File: config.mk
export PLATFORM = sky130hd
export DESIGN_NAME = writeback_arbiter
export DESIGN_NICKNAME = d
export VERILOG_FILES = /design/src/rtl/writeback_pkg.sv /design/src/rtl/writeback_fifo.sv /design/src/rtl/writeback_arbiter.sv
export SDC_FILE = /design/constraint.sdc
export NUM_CORES = 1
export LEC_CHECK = 0
export ABC_AREA = 1
export BUFFER_PORTS_ARGS = -buffer_cell sky130_fd_sc_hd__buf_4
export CORE_MARGIN = 3
export CORE_UTILIZATION = 30
export DETAILED_ROUTE_END_ITERATION = 8
export PLACE_DENSITY = 0.51
export SLEW_MARGIN = 10
export SYNTH_ARGS = -nofsm -noshare
export SYNTH_HDL_FRONTEND = slang
export SYNTH_SLANG_ARGS = --single-unit
export TNS_END_PERCENT = 1
File: constraint.sdc
create_clock -name clk -period 7.6 [get_ports clk]
set_clock_uncertainty 0.05 [all_clocks]
set_input_delay 0.38 -clock clk [delete_from_list [all_inputs] [get_ports clk]]
set_output_delay 0.38 -clock clk [all_outputs]
set_load 0.01 [all_outputs]
File: src/rtl/writeback_pkg.sv
// Shared types and default widths for the register-file writeback arbiter.
package writeback_pkg;

    localparam int DATABITWIDTH_DEF    = 16;
    localparam int REGADDRBITWIDTH_DEF = 4;
    localparam int SOURCECOUNT_DEF     = 4;
    localparam int BUFFERDEPTH_DEF     = 2;

    localparam int SRCIDXBITWIDTH = $clog2(SOURCECOUNT_DEF);

    typedef struct packed {
        logic [REGADDRBITWIDTH_DEF-1:0] RegAddr;
        logic [DATABITWIDTH_DEF-1:0]    Data;
    } wb_entry_t;

endpackage

File: src/rtl/writeback_fifo.sv
// Per-source result FIFO; push and pop may coincide, gated by clk_en, sync reset.
module writeback_fifo #(
    parameter int ENTRYBITWIDTH = 20,
    parameter int DEPTH         = 2
) (
    input  logic                     clk,
    input  logic                     clk_en,
    input  logic                     sync_rst,
    input  logic                     push,
    input  logic                     pop,
    input  logic [ENTRYBITWIDTH-1:0] pushEntry,
    output logic [ENTRYBITWIDTH-1:0] headEntry,
    output logic [$clog2(DEPTH):0]   count,
    output logic                     empty,
    output logic                     full
);

    localparam int PTRW = $clog2(DEPTH);
    localparam int CNTW = PTRW + 1;

    logic [ENTRYBITWIDTH-1:0] mem [DEPTH];
    logic [PTRW-1:0]          wrPtr;
    logic [PTRW-1:0]          rdPtr;
    logic                     doPush;
    logic                     doPop;

    assign empty     = (count == '0);
    assign full      = (count == CNTW'(DEPTH));
    assign headEntry = mem[rdPtr];
    assign doPush    = push && !full;
    assign doPop     = pop && !empty;

    always_ff @(posedge clk) begin
        if (sync_rst) begin
            wrPtr <= '0;
            rdPtr <= '0;
            count <= '0;
        end else if (clk_en) begin
            if (doPush) begin
                mem[wrPtr] <= pushEntry;
                wrPtr      <= wrPtr + 1'b1;
            end
            if (doPop) begin
                rdPtr <= rdPtr + 1'b1;
            end
            case ({doPush, doPop})
                2'b10:   count <= count + 1'b1;
                2'b01:   count <= count - 1'b1;
                default: count <= count;
            endcase
        end
    end

endmodule

File: src/rtl/writeback_arbiter.sv
// Round-robin arbiter sharing the register-file write port among buffered result sources.
module writeback_arbiter
    import writeback_pkg::*;
#(
    parameter int DATABITWIDTH    = DATABITWIDTH_DEF,
    parameter int REGADDRBITWIDTH = REGADDRBITWIDTH_DEF,
    parameter int SOURCECOUNT     = SOURCECOUNT_DEF,
    parameter int BUFFERDEPTH     = BUFFERDEPTH_DEF
) (
    input  logic                                   clk,
    input  logic                                   clk_en,
    input  logic                                   sync_rst,
    input  logic [SOURCECOUNT-1:0]                 Src_Valid,
    output logic [SOURCECOUNT-1:0]                 Src_Ready,
    input  logic [SOURCECOUNT*REGADDRBITWIDTH-1:0] Src_RegAddr,
    input  logic [SOURCECOUNT*DATABITWIDTH-1:0]    Src_Data,
    output logic                                   Write_En,
    output logic [REGADDRBITWIDTH-1:0]             Write_Address,
    output logic [DATABITWIDTH-1:0]                Write_Data,
    output logic [$clog2(SOURCECOUNT)-1:0]         Write_Source,
    output logic                                   CongestionStall
);

    localparam int SRCW = $clog2(SOURCECOUNT);
    localparam int ENTW = REGADDRBITWIDTH + DATABITWIDTH;
    localparam int CNTW = $clog2(BUFFERDEPTH) + 1;

    logic [SOURCECOUNT-1:0] srcPush;
    logic [SOURCECOUNT-1:0] srcPop;
    logic [SOURCECOUNT-1:0] srcEmpty;
    logic [SOURCECOUNT-1:0] srcFull;
    logic [ENTW-1:0]        headEntry [SOURCECOUNT];
    logic [CNTW-1:0]        srcCount  [SOURCECOUNT];
    logic [SRCW-1:0]        rrPtr;
    logic [SRCW-1:0]        winner;
    logic [SRCW-1:0]        rrNext;
    logic                   anyPending;

    // First requester at or after ptr, wrapping modulo SOURCECOUNT.
    function automatic logic [SRCW-1:0] rrPick(input logic [SOURCECOUNT-1:0] req,
                                               input logic [SRCW-1:0]        ptr);
        int   idx;
        logic found;
        rrPick = ptr;
        found  = 1'b0;
        for (int k = 0; k < SOURCECOUNT; k++) begin
            idx = (int'(ptr) + k) % SOURCECOUNT;
            if (!found && req[idx]) begin
                rrPick = idx[SRCW-1:0];
                found  = 1'b1;
            end
        end
    endfunction

    assign anyPending      = ~&srcEmpty;
    assign winner          = rrPick(~srcEmpty, rrPtr);
    assign rrNext          = (winner == SRCW'(SOURCECOUNT - 1)) ? '0 : winner + 1'b1;
    assign CongestionStall = |srcFull;

    for (genvar i = 0; i < SOURCECOUNT; i++) begin : g_src
        assign Src_Ready[i] = (srcCount[i] != CNTW'(BUFFERDEPTH));
        assign srcPush[i]   = Src_Valid[i] && Src_Ready[i];
        assign srcPop[i]    = anyPending && (winner == SRCW'(i));

        writeback_fifo #(
            .ENTRYBITWIDTH(ENTW),
            .DEPTH        (BUFFERDEPTH)
        ) u_fifo (
            .clk      (clk),
            .clk_en   (clk_en),
            .sync_rst (sync_rst),
            .push     (srcPush[i]),
            .pop      (srcPop[i]),
            .pushEntry({Src_RegAddr[i*REGADDRBITWIDTH +: REGADDRBITWIDTH],
                        Src_Data[i*DATABITWIDTH +: DATABITWIDTH]}),
            .headEntry(headEntry[i]),
            .count    (srcCount[i]),
            .empty    (srcEmpty[i]),
            .full     (srcFull[i])
        );
    end

    // Address/data/source hold through idle cycles; only the strobe drops.
    always_ff @(posedge clk) begin
        if (sync_rst) begin
            Write_En      <= 1'b0;
            Write_Address <= '0;
            Write_Data    <= '0;
            Write_Source  <= '0;
            rrPtr         <= '0;
        end else if (clk_en) begin
            if (anyPending) begin
                Write_En                    <= 1'b1;
                {Write_Address, Write_Data} <= headEntry[winner];
                Write_Source                <= winner;
                rrPtr                       <= rrNext;
            end else begin
                Write_En <= 1'b0;
            end
        end
    end

endmodule

# After elaboration in Yosys (flattened, before gate mapping)

Memory sizes are Yosys's and may differ from the RTL's. A register that Yosys moved wholly into a read port is not among the register bits.
Cells that the tools add are included.
W data, S select, Z words.

Input port bits: 87
Memories kept: 4
Bits in registers: 41
Bits in writable memories: 160

Eq/ne operators: 19
Mux-type cells: 50
Reductions and logical operators: 58
Magnitude comparators: 5
Add/subtract/negate cells: 20
Bitwise gates (word level): 6

Memories:

| memory              | words | bits a word | read ports | clocked after memory_dff | wr ports | line                 | source |
|---|---|---|---|---|---|---|---|
| g_src[0].u_fifo.mem | 2     | 20          | 1          | 1                        | 1        | writeback_fifo.sv:21 | `logic [ENTRYBITWIDTH-1:0] mem [DEPTH];` |
| g_src[1].u_fifo.mem | 2     | 20          | 1          | 1                        | 1        | writeback_fifo.sv:21 |  |
| g_src[2].u_fifo.mem | 2     | 20          | 1          | 1                        | 1        | writeback_fifo.sv:21 |  |
| g_src[3].u_fifo.mem | 2     | 20          | 1          | 1                        | 1        | writeback_fifo.sv:21 |  |

Operators with widths:

| cell                  | count |
|---|---|
| $bmux W20 S2          | 1 |
| $mux W20              | 2 |
| $mux W1               | 35 |
| $reduce_and A2 Y1     | 13 |
| $eq A2 B2 Y1 const B  | 10 |
| $logic_and A1 B1 Y1   | 19 |
| $pmux W2 S2           | 4 |
| $add A2 B1 Y2 const B | 6 |
| $logic_not A1 Y1      | 12 |
| $lt A3 B4 Y1 const B  | 3 |
| $eq A2 B1 Y1 const B  | 5 |
| $logic_not A2 Y1      | 5 |
| $add A1 B1 Y1 const B | 8 |
| $bmux W1 S2           | 4 |
| $mux W2               | 4 |
| $ne A2 B2 Y1 const B  | 4 |
| $reduce_bool A2 Y1    | 4 |
| $sub A2 B1 Y2 const B | 4 |
| $reduce_or A2 Y1      | 3 |
| $add A2 B2 Y2 const B | 2 |
| $not A4 Y4            | 1 |
| $reduce_and A4 Y1     | 1 |
| $reduce_or A4 Y1      | 1 |
| $and A1 B1 Y1 const A | 3 |
| other kinds (4)       | 4 |

# Depth between registers and ports, before layout

Gate-level depths: netlist of run 1.

Word-level depth: 20
Mapped depth: 21

# Cells and area by module

A second synthesis of run 1 with hierarchy kept.

Cell total of the unflattened synthesis: 864
Area, all modules: 9,527.9 µm²

Modules (own cells, without submodules):

| module            | area each (µm²) | cells each | sequential area each (µm²) | times used |
|---|---|---|---|---|
| writeback_fifo    | 1,816.7         | 109        | 1,301.2                    | 4 |
| writeback_arbiter | 2,260.9         | 428        | 500.5                      | 1 |

# Least setup slack after synthesis of run 1

Ideal clock, no wire load.

Kind: reg-to-reg
Start: reg rrPtr[0]
End: reg g_src[3].u_fifo.count[1]
Path slack: 4,814 ps
Cell stages (with the launch flop): 21
Setup time: 122 ps
Path buffers: 2
Data arrival time: 2,614 ps
Required time: 7,428 ps
Path through: dfxtp_1 > buf_6 > inv_4 > nand2_1 > nand2_2 > nand3_2 > nand2_2 > nor2_4 > nand3_1 > nand3_1 > nand2_4 > buf_6 > ha_1 > inv_1 > nor2_1 > ha_1 > nor2_1 > a21boi_0 > o21ai_0 > o21ai_0 > a21oi_1

Word-level cells in the longest chain between the ends: 18
Elaborated cells on any way between the ends: 34

RTL lines:

| item                                                                     | line                                             | source |
|---|---|---|
| start, declared                                                          | writeback_arbiter.sv:34                          | `logic [SRCW-1:0] rrPtr;` |
| start signal, assigned                                                   | writeback_arbiter.sv:96                          | `rrPtr <= rrNext;` |
| $add A2 B1 Y2 / $bmux W1 S2 (equally long branches)                      | writeback_arbiter.sv:47, writeback_arbiter.sv:48 |  |
| $bmux W1 S2 / $mux W1 (equally long branches)                            | writeback_arbiter.sv:48                          | `if (!found && req[idx]) begin` |
| $mux W1 (not written as such)                                            | writeback_arbiter.sv:48                          |  |
| $mux W1 (not written as such) / $logic_not A1 Y1 (equally long branches) | writeback_arbiter.sv:48                          |  |
| $logic_and A1 B1 Y1                                                      | writeback_arbiter.sv:48                          |  |
| $mux W1                                                                  | writeback_arbiter.sv:48                          |  |
| $logic_not A1 Y1                                                         | writeback_arbiter.sv:48                          |  |
| $logic_and A1 B1 Y1                                                      | writeback_arbiter.sv:48                          |  |
| [2 not listed]                                                           | -                                                |  |
| $logic_and A1 B1 Y1                                                      | writeback_arbiter.sv:48                          |  |
| $mux W2 *                                                                | writeback_arbiter.sv:48                          |  |
| $eq A2 B2 Y1 *                                                           | writeback_arbiter.sv:63                          | `assign srcPop[i] = anyPending && (winner == SRCW'(i));` |
| $logic_and A1 B1 Y1 *                                                    | writeback_arbiter.sv:63                          |  |
| $logic_and A1 B1 Y1 *                                                    | writeback_fifo.sv:31                             | `assign doPop = pop && !empty;` |
| $eq A2 B2 Y1 / $eq A2 B1 Y1 (equally long branches)                      | writeback_fifo.sv:46                             | `case ({doPush, doPop})` |
| $reduce_bool A2 Y1 (no source line)                                      | -                                                |  |
| $reduce_and A2 Y1 (no source line)                                       | -                                                |  |
| end signal, assigned                                                     | writeback_fifo.sv:47                             | `2'b10: count <= count + 1'b1;` |
| end signal, assigned                                                     | writeback_fifo.sv:48                             | `2'b01: count <= count - 1'b1;` |
| end signal, assigned                                                     | writeback_fifo.sv:49                             | `default: count <= count;` |
| end, declared                                                            | writeback_fifo.sv:13                             | `output logic [$clog2(DEPTH):0] count,` |

Every way passes the cells marked *; elsewhere a longest branch is shown, timed or not. The select of a mux whose other input is x is not followed.
A chain may end at the register's enable or synchronous reset.

# Worst setup path after layout of run 1

Ends and elaborated chain as after synthesis.

==> key figures, run 1 <==
CTS
  • Max clock buf depth: 3
  • CTS Hold Bufs: between 50 and 60
  • Worst-skew pair later-pin latency: a little over 0.5 ns
  • Clock root cell: clkbuf_16
  • Worst-path clk slew: ~0.060 ns
  • Number of gates resized after CTS: 0
  • CTS buffer count: 23
  • Setup Buffers After CTS: 0
  • CTS H-tree lvls: 1
  • CTS Sinks: between 200 and 250
  • CTS tree: done

STA
  • TNS Setup: 0 ns
  • Slew @ Worst Pin: 1.16 ns
  • RSZ-0062 raised after global routing: false
  • Final hold violation count: 0
  • Highest Clock Rate: between 0.2 and 0.3 GHz
  • Max_slew headroom: between 20% and 30%
  • Crit path time final: between 3 and 4 ns
  • Final setup viols: 0
  • Fin. max-slew vios: 0
  • Fin crit share: 46.9%

Synthesis
  • Synth Cell Area: about 0.009 mm^2
  • Syn nets: roughly 920
  • Sequential element share of the synthesized area: roughly 65%
  • Mean Syn Cell Area: around 11 um^2
  • Syn Inst Count: 830
  • Yosys warns: 0
  • Synth Register Bits: 205
  • Synth cell types: 31

Route
  • DR vias/cell: ~4.4
  • Post-route ant nets: 0
  • Drt drc: 0
  • DRT iter0 DRCs: approximately 330
  • Via count: just over 6,000
  • Initial DRT Pass Iterations: 5
  • Drt total wl: around 22,000 um
  • Routed length per placed instance: 15.5 um

Setup path
  • Crit path cell chain: inv_4 > nand2_1 > nand2_2 > nand3_2 > nand2_2 > nor2_4 > nand2_2 > nand3_1 > nand2_2 > ha_1 > inv_1 > nor2_1 > ha_1 > nor2_1 > a21boi_0 > o21ai_0 > o21ai_0 > a21oi_1
  • R2r worst-path depth: 18
  • Setup crit start: rrPtr[0]
  • R2r endpoint: g_src[3].u_fifo.count[1]
  • CP arrival: a little under 4 ns
  • WP data required: just under 8 ns
  • CP max stage delay: a little over 0.6 ns
  • Flop-to-flop setup slack: 4.03 ns
  • Startpoint Class: register
  • Setup Crit Path Kind: register to register
  • Worst path most repeated cell: nand2_2
  • Crit path capture type: register
  • Critical Path Fanout Max: 30
  • Slowest cell on the critical path: dfxtp_1
  • R2r startpoint: rrPtr[0]

Final layout
  • Syn-to-layout area delta: 29.5%
  • Post-layout nets: between 1,000 and 1,500
  • Ratio of cells with drive above 1 in the final layout: between 20% and 30%
  • ANT cells: 0
  • Fin cells: ~1,400

Global route
  • Initial antenna violation count: 0
  • Total grt overflow: 0
  • Global routing usage on met1: around 18%
  • Largest net degree at the start of global routing: 46
  • Met3 global-route usage: 2.64%
  • Total GRT Usage: about 14%
  • Vias in the first global route: 6,026
  • GRT busiest layer: met2
  • Met2 usage: a little under a quarter
  • First-pass GRT wire length: around 33,000 um

Floorplanning
  • Die width: ~180 um
  • Num ports: between 100 and 150
  • Core Area: 0.0282 mm^2
  • Num rows: between 60 and 70
  • Die area: between 0.03 and 0.04 mm^2
  • Initial core utilization: between 30 and 40%
  • Height of the die: roughly 180 um

Run
  • Max-Cap Viols: 0

Hold path
  • Tightest Hold Check Type: input pin to register
  • Hold EP: g_src[3].u_fifo.mem[0][10]
  • Hold Path Origin: Src_Data[58]
  • Worst hold stages: 1

Status
  • Status: finished clean

Placement
  • Buffers added on ports: between 100 and 150
  • DP HPWL: 14,600 um
  • Cells after DPL: about 1,300
  • Final GP Congestion: 0.802

Power
  • Maximum vdd drop: roughly 0.00023 V
  • Pleak: approximately 4.5 nW
  • Power Density: between 300 and 400 mW/mm^2
## cell usage after synthesis, drive strengths merged
cell,n,share of area (%)
nand2,259,12
edfxtp,160,55
nor2,107,5.1
nand3,74,4.6
dfxtp,45,10
o21ai,40,2.3
inv,39,1.7
clkbuf,20,0.86
mux2,20,2.6
buf,15,1.6
a21oi,14,0.80
mux2i,14,1.6
nor3,6,0.34
ha,5,0.72
a21boi,4,0.34
nand4,4,0.36
clkinv,2,0.086
o211ai,1,0.086
xor2,1,0.10
## worst max-delay path, delay by kind of cell (launching register included)
kind | cells | cell delay, ns
AO/OA/AOI/OAI | 4 | 0.53
adder cells (fa/ha/maj) | 2 | 0.67
buffers and inverters | 2 | 0.18
flip-flops | 1 | 0.62
AND/OR/NAND/NOR | 10 | 1.35
## through the flow
| step | setup slack (ns) | utilization (%) | power, W | cell area (um^2) | hold WS, ns |
|---|---|---|---|---|---|
| 6_report | 4.03 | 40.1 | 0.00399 | 11300 | 0.0219 |
| 5_1_grt | 3.71 | 40.1 | 0.00426 | 11300 | 0.0000490 |
| 4_1_cts | 4.03 | 39.8 | 0.00405 | 11200 | 0.0000210 |
| 3_5_place_dp | 4.06 | 35.2 | 0.00292 | 9930 | 0.402 |
| 3_3_place_gp | 4.09 | 35.2 | 0.00291 | 9930 | 0.398 |
| 2_1_floorplan | 4.81 | - | 0.00253 | 8740 | 0.389 |
## power breakdown
part           internal (W)  leakage (nW)  total (W)  switching [W]
Combinational      0.000488          2.32    0.00151        0.00102
Clock              0.000665         0.370    0.00108       0.000420
Sequential          0.00131          1.82    0.00140      0.0000918
## worst max path at each step
| stage | cells past startpoint | endpoint |
|---|---|---|
| final | 18 | g_src[3].u_fifo.count[1] |
| after global routing | 17 | g_src[1].u_fifo.count[1] |
| after CTS | 18 | g_src[3].u_fifo.count[1] |
| after detailed placement | 18 | g_src[3].u_fifo.count[1] |
| after global placement | 18 | g_src[3].u_fifo.count[1] |
| after floorplan | 20 | g_src[3].u_fifo.count[1] |
## area by class of cell
class / instances / area [um^2]
Fill cell: 2788 / 16900
Sequential cell: 205 / 5710
Multi-Input combinational cell: 549 / 2710
Timing Repair Buffer: 182 / 1520
Clock buffer: 34 / 657
Tap cell: 378 / 473
Inverter: 41 / 159
Clock inverter: 8 / 92.6
## flip-flops by register name, indices dropped and copies added, names as in the netlist, named ones only
register and flops:
g_src.u_fifo.mem 160, Write_Data 16, g_src.u_fifo.count 8, Write_Address 4, g_src.u_fifo.rdPtr 4, g_src.u_fifo.wrPtr 4
Write_Source 2, rrPtr 2, Write_En 1
## layout by cell type, fill, tap and decap left out, types with 4 or more instances in the layout
cell type / count
clkbuf_1: 7
nand3_2: 4
dlygate4sd3_1: 63
edfxtp_1: 160
buf_4: 119
dfxtp_1: 45
nand2_1: 251
clkinv_2: 4
nand3_1: 69
nor2_4: 8
a21oi_1: 14
nor3_2: 4
clkbuf_8: 4
mux2i_1: 14
o21ai_0: 27
nor2_1: 94
nor2_2: 5
clkbuf_16: 23
nand2_2: 5
ha_1: 5
mux2_2: 20
o21ai_1: 13
a21boi_0: 4
inv_1: 37
## logic make-up (layout without fill, tap and decap cells)
| logic type | count (synthesis) | after routing | share of synthesized area [%] |
|---|---|---|---|
| xor gates and xnor gates | 1 | 1 | 0.100 |
| buffers and inverters | 76 | 265 | 4.25 |
| adders and majority gates | 5 | 5 | 0.716 |
| AOI/OAI and AO/OA | 59 | 59 | 3.52 |
| and+or+nand+nor | 450 | 450 | 21.9 |
| muxes | 34 | 34 | 4.18 |
| DFF | 205 | 205 | 65.3 |
## layer usage
| metal | share of wire [%] | vias up |
|---|---|---|
| met4 | 1.7 | 0 |
| met5 | 0 | - |
| met1 | 44 | 2891 |
| met3 | 5.0 | 25 |
| li1 | - | 3152 |
| met2 | 49 | 127 |
Note: power is estimated with default switching activity, not from simulation.
==> inputs of run 2 (changes only) <==
==> constraint.sdc (replaced) <==
create_clock -name clk -period 3.6 [get_ports clk]
set_clock_uncertainty 0.05 [all_clocks]
set_input_delay 0.18 -clock clk [delete_from_list [all_inputs] [get_ports clk]]
set_output_delay 0.18 -clock clk [all_outputs]
set_load 0.01 [all_outputs]
==> key figures, run 2 (synthesis results as in run 1) <==
Global route
  • Vias in the first global route: about 6,200
  • Largest net degree at the start of global routing: 46
  • Initial antenna violation count: 0
  • First-pass GRT wire length: between 30,000 and 40,000 um
  • Total GRT Usage: around 14%
  • Total grt overflow: 0

CTS
  • Clock root cell: clkbuf_16
  • CTS tree: done
  • CTS Sinks: a little over 200
  • CTS H-tree lvls: 1
  • Worst-path clk slew: approximately 0.06 ns
  • Setup Buffers After CTS: 0
  • CTS buffer count: 24
  • Worst-skew pair later-pin latency: around 0.50 ns
  • Max clock buf depth: 3

Floorplanning
  • Die area: approximately 0.031 mm^2
  • Die width: 177 um
  • Height of the die: between 150 and 200 um
  • Num ports: 115
  • Num rows: between 60 and 70
  • Initial core utilization: approximately 31%
  • Core Area: 0.0282 mm^2

Run
  • Max-Cap Viols: 0

Status
  • Status: finished clean

Final layout
  • Fin cells: approximately 1,400
  • Commonest non-fill, non-tap cell in the layout: nand2_1
  • Most frequent cells in the layout: nand2_1, edfxtp_1, buf_4
  • Max reg flops: between 150 and 200
  • Register name with the most flops: g_src.u_fifo.mem
  • Largest registers: g_src.u_fifo.mem x160, Write_Data x16, g_src.u_fifo.count x8
  • Syn-to-layout area delta: 33.6%
  • Post-layout nets: 1,126
  • Fillers: between 2,000 and 3,000
  • ANT cells: 0
  • Ratio of cells with drive above 1 in the final layout: 20.9%
  • Util after Layout: approximately two fifths
  • Final Instance Area: between 0.01 and 0.015 mm^2

STA
  • Max_slew headroom: between 30% and 40%
  • Fin crit share: 86.2%
  • Final setup viols: 0
  • TNS Setup: 0 ns
  • Fin. max-slew vios: 0
  • RSZ-0062 raised after global routing: false
  • Highest Clock Rate: 0.322 GHz
  • Slew @ Worst Pin: between 1 and 1.5 ns
  • Final hold violation count: 0
  • Crit path time final: between 3 and 4 ns

Route
  • Drt total wl: about 22,000 um
  • Initial DRT Pass Iterations: 5
  • Routed length per placed instance: roughly 15 um
  • Post-route ant nets: 0
  • DRT iter0 DRCs: 464
  • Via count: approximately 6,300
  • DR vias/cell: 4.42
  • Drt drc: 0

Hold path
  • Worst hold stages: 5
  • Tightest Hold Check Type: input pin to register

Setup path
  • CP arrival: 3.44 ns
  • Critical Path Fanout Max: 10
  • Worst Path Buf+Inv: 2
  • Instance count on the critical path: 18
  • Slowest cell on the critical path: dfxtp_1
  • R2r worst-path depth: 18
  • Delay-heaviest family, CP: simple AND/OR/NAND/NOR gates
  • Crit path capture type: register
  • Startpoint Class: register
  • WP data required: a little under 4 ns
  • Crit path cell chain: inv_4 > nand2_1 > nand2_2 > nand3_2 > nand2_2 > nor2_4 > nand3_4 > nand3_2 > nand2_4 > ha_1 > inv_1 > nor2_1 > ha_1 > nor2_1 > a21boi_0 > o21ai_0 > o21ai_0 > a21oi_1
  • Setup Crit Path Kind: register to register
  • CP max stage delay: 0.62 ns

Placement
  • DP HPWL: around 15,000 um
  • Buffers added on ports: 114
  • Placed instance area: around 0.010 mm^2
  • Final GP Congestion: ~0.78
  • Cells after DPL: approximately 1,300

Power
  • Pleak: around 4.7 nW
  • Power Density: roughly 750 mW/mm^2
  • Maximum vdd drop: 0.000491 V
[run 2: cell types whose count changed in the layout (fill, tap and decap cells not counted)]
cell	before	now
clkinvlp_4	0	1
nor2_4	8	6
clkinv_2	4	3
clkbuf_16	23	25
bufinv_16	2	4
nor2_2	5	7
dlygate4sd3_1	63	82
buf_4	119	131
clkbuf_8	4	2
[run 2: metrics by stage]
step | total power [W] | hold WS (ns) | setup slack (ns)
after floorplan | 0.00533 | 0.229 | 0.814
final | 0.00880 | 0.0909 | 0.498
after CTS | 0.00893 | 0.0818 | 0.519
after global routing | 0.00942 | 0.111 | 0.133
after global placement | 0.00629 | 0.316 | 0.558
after detailed placement | 0.00630 | 0.318 | 0.528
[run 2: per-layer routing]
layer / wire length [um] / GRT usage, %
met4: 340 / 2.91
met2: 10900 / 23.9
met1: 9560 / 18.7
met3: 1140 / 2.30
met5: 0 / 0
[run 2: area by class of cell]
class | instances | area [um^2] | share of cell area [%]
Clock buffer | 34 | 679 | 5.82
Clock inverter | 10 | 155 | 1.33
Inverter | 41 | 159 | 1.36
Timing Repair Buffer | 213 | 1800 | 15.5
Multi-Input combinational cell | 549 | 2700 | 23.1
Sequential cell | 205 | 5710 | 48.9
Tap cell | 378 | 473 | 4.05
[run 2: worst min-delay path, cell delays in order]
cell and delay (ns):
buf_4 0.11, nand2_1 0.08, nor2_1 0.07, nand2_1 0.09, a21oi_1 0.07
[run 2: final timing paths]
path	from	to	slack, ns
hold / removal	Src_Valid[3]	g_src[3].u_fifo.wrPtr	0.09
setup reg to reg	rrPtr[0]	g_src[3].u_fifo.count[1]	0.50
hold reg to reg	g_src[0].u_fifo.wrPtr	g_src[0].u_fifo.wrPtr	0.41
setup / recovery	rrPtr[0]	g_src[3].u_fifo.count[1]	0.50
[run 2: report_power, final]
group / switching (W) / internal [W] / total [W]
clock network: 0.000941 / 0.00160 / 0.00254
logic: 0.00221 / 0.00113 / 0.00334
registers: 0.000163 / 0.00275 / 0.00292
total: 0.00332 / 0.00549 / 0.00880
[run 2: what timing repair did]
action / in CTS / in global routing
endpoints found under the hold margin: 166 / 0
hold buffers: 82 / 0
gates resized for setup: 0 / 0
endpoints found under the setup margin: 0 / 0
==> inputs of run 3 (changes only) <==
--- a/config.mk
+++ b/config.mk
@@ -10,7 +10,7 @@
 export CORE_MARGIN = 3
 export CORE_UTILIZATION = 30
 export DETAILED_ROUTE_END_ITERATION = 8
-export PLACE_DENSITY = 0.51
+export PLACE_DENSITY = 0.59
 export SLEW_MARGIN = 10
 export SYNTH_ARGS = -nofsm -noshare
 export SYNTH_HDL_FRONTEND = slang
==> key figures, run 3 (synthesis results as in run 1) <==
Status
  • Status: finished clean

Run
  • Max-Cap Viols: 0

Setup path
  • Instance count on the critical path: 17
  • CP arrival: roughly 3.4 ns
  • Worst Path Buf+Inv: 2
  • WP data required: a little under 4 ns
  • Worst path most repeated cell: nand2_2
  • Slowest cell on the critical path: dfxtp_1
  • CP max stage delay: 0.51 ns
  • R2r worst-path depth: 17
  • Setup Crit Path Kind: register to register
  • Delay-heaviest family, CP: simple AND/OR/NAND/NOR gates
  • Startpoint Class: register
  • Crit path capture type: register
  • Crit path cell chain: inv_4 > nand2_1 > nand2_2 > nand3_2 > nand2_2 > nor2_4 > nand3_1 > nand2_2 > ha_1 > inv_1 > nor2_1 > ha_1 > nor2_1 > a21boi_0 > o21ai_0 > o21ai_0 > a21oi_1
  • Critical Path Fanout Max: 12

Placement
  • Buffers added on ports: 114
  • Cells after DPL: between 1,000 and 1,500
  • DP HPWL: 15,100 um
  • DP Worst Slack: around 0.44 ns
  • Final GP Congestion: ~0.86

Final layout
  • Most frequent cells in the layout: nand2_1, edfxtp_1, buf_4
  • Register name with the most flops: g_src.u_fifo.mem
  • ANT cells: 0
  • Fin cells: approximately 1,400
  • Commonest non-fill, non-tap cell in the layout: nand2_1
  • Util after Layout: 41.0%
  • Ratio of cells with drive above 1 in the final layout: between 20% and 30%
  • Post-layout nets: 1,126
  • Largest registers: g_src.u_fifo.mem x160, Write_Data x16, g_src.u_fifo.count x8
  • Syn-to-layout area delta: 32.5%
  • Max reg flops: 160

Floorplanning
  • Height of the die: 177 um
  • Initial core utilization: 30.9%
  • Core Area: between 0.02 and 0.03 mm^2
  • Num ports: about 120
  • Die width: 177 um
  • Die area: 0.0312 mm^2
  • Num rows: 61

Power
  • Pleak: roughly 4.6 nW
  • Power Density: 744 mW/mm^2
  • Maximum vdd drop: ~0.00042 V
  • Total power: between 0.008 and 0.009 W

CTS
  • CTS Sinks: 205
  • Clock root cell: clkbuf_16
  • CTS tree: done
  • Max clock buf depth: 3
  • CTS buffer count: 23
  • CTS H-tree lvls: 1
  • Worst-skew pair later-pin latency: roughly 0.5 ns
  • Worst-path clk slew: 0.06 ns
  • Setup Buffers After CTS: 0

Route
  • DR vias/cell: approximately 4.5
  • Drt drc: 0
  • Via count: roughly 6,500
  • Post-route ant nets: 0
  • Routed length per placed instance: about 16 um
  • Initial DRT Pass Iterations: 4
  • DRT iter0 DRCs: 388
  • Drt total wl: roughly 22,000 um

STA
  • Max_slew headroom: between 30% and 40%
  • Fin. max-slew vios: 0
  • Crit path time final: ~3.1 ns
  • RSZ-0062 raised after global routing: false
  • Final setup viols: 0
  • TNS Setup: 0 ns
  • Highest Clock Rate: around 0.32 GHz
  • Fin worst setup slack: about 0.50 ns
  • Final hold violation count: 0
  • Fin crit share: between 80% and 90%
  • Slew @ Worst Pin: 0.949 ns

Global route
  • Total grt overflow: 0
  • Met3 global-route usage: 1.93%
  • GRT busiest layer: met2
  • Global routing usage on met1: a little under 20%
  • First-pass GRT wire length: 34,800 um
  • Largest net degree at the start of global routing: 45
  • Met2 usage: ~24%
  • Initial antenna violation count: 0
  • Vias in the first global route: 6,290
  • Total GRT Usage: between 10% and 20%

Hold path
  • Tightest Hold Check Type: input pin to register
  • Worst hold stages: 5
run 3: path summary, 6_finish.rpt:
path / to / slack (ns) / start
setup / recovery: g_src[3].u_fifo.count[1] / 0.50 / rrPtr[1]
hold / removal: g_src[1].u_fifo.wrPtr / 0.17 / Src_Valid[1]
setup reg to reg: g_src[3].u_fifo.count[1] / 0.50 / rrPtr[1]
hold reg to reg: g_src[1].u_fifo.wrPtr / 0.41 / g_src[1].u_fifo.wrPtr
run 3: worst reg2reg max path, stage by stage (launching register included):
cell and delay (ns):
dfxtp_1 0.51, inv_4 0.12, nand2_1 0.10, nand2_2 0.09, nand3_2 0.07, nand2_2 0.10, nor2_4 0.19, nand3_1 0.14
nand2_2 0.27, ha_1 0.20, inv_1 0.05, nor2_1 0.17, ha_1 0.26, nor2_1 0.17, a21boi_0 0.19, o21ai_0 0.12
o21ai_0 0.15, a21oi_1 0.06
run 3: power by group:
part / internal, W / leakage (nW) / switching [W]
logic: 0.00112 / 2.46 / 0.00226
clock network: 0.00142 / 0.355 / 0.000886
registers: 0.00276 / 1.82 / 0.000166
run 3: area by class of cell:
class,count,area [um^2]
timing repair buffer,214,1810
clock inverter,9,116
inverter,41,159
multi-input combinational,549,2690
sequential,205,5710
fill,2710,16700
clock buffer,31,626
tap,378,473
run 3: what timing repair did:
action	in CTS	in global routing
resized for setup	0	1
endpoints found under the hold margin	165	0
endpoints found under the setup margin	0	1
hold buffers	82	0
run 3: stage by stage:
step / hold WS [ns] / cell area [um^2]
2_1_floorplan: 0.229 / 8740
3_3_place_gp: 0.316 / 10000
3_5_place_dp: 0.317 / 10000
4_1_cts: 0.146 / 11600
5_1_grt: 0.181 / 11600
6_report: 0.165 / 11600
run 3: routing by layer:
metal	wire [um]	vias to the layer above
met5	0	-
met1	10200	3068
met3	1030	25
met2	10900	154
met4	334	0
li1	-	3212
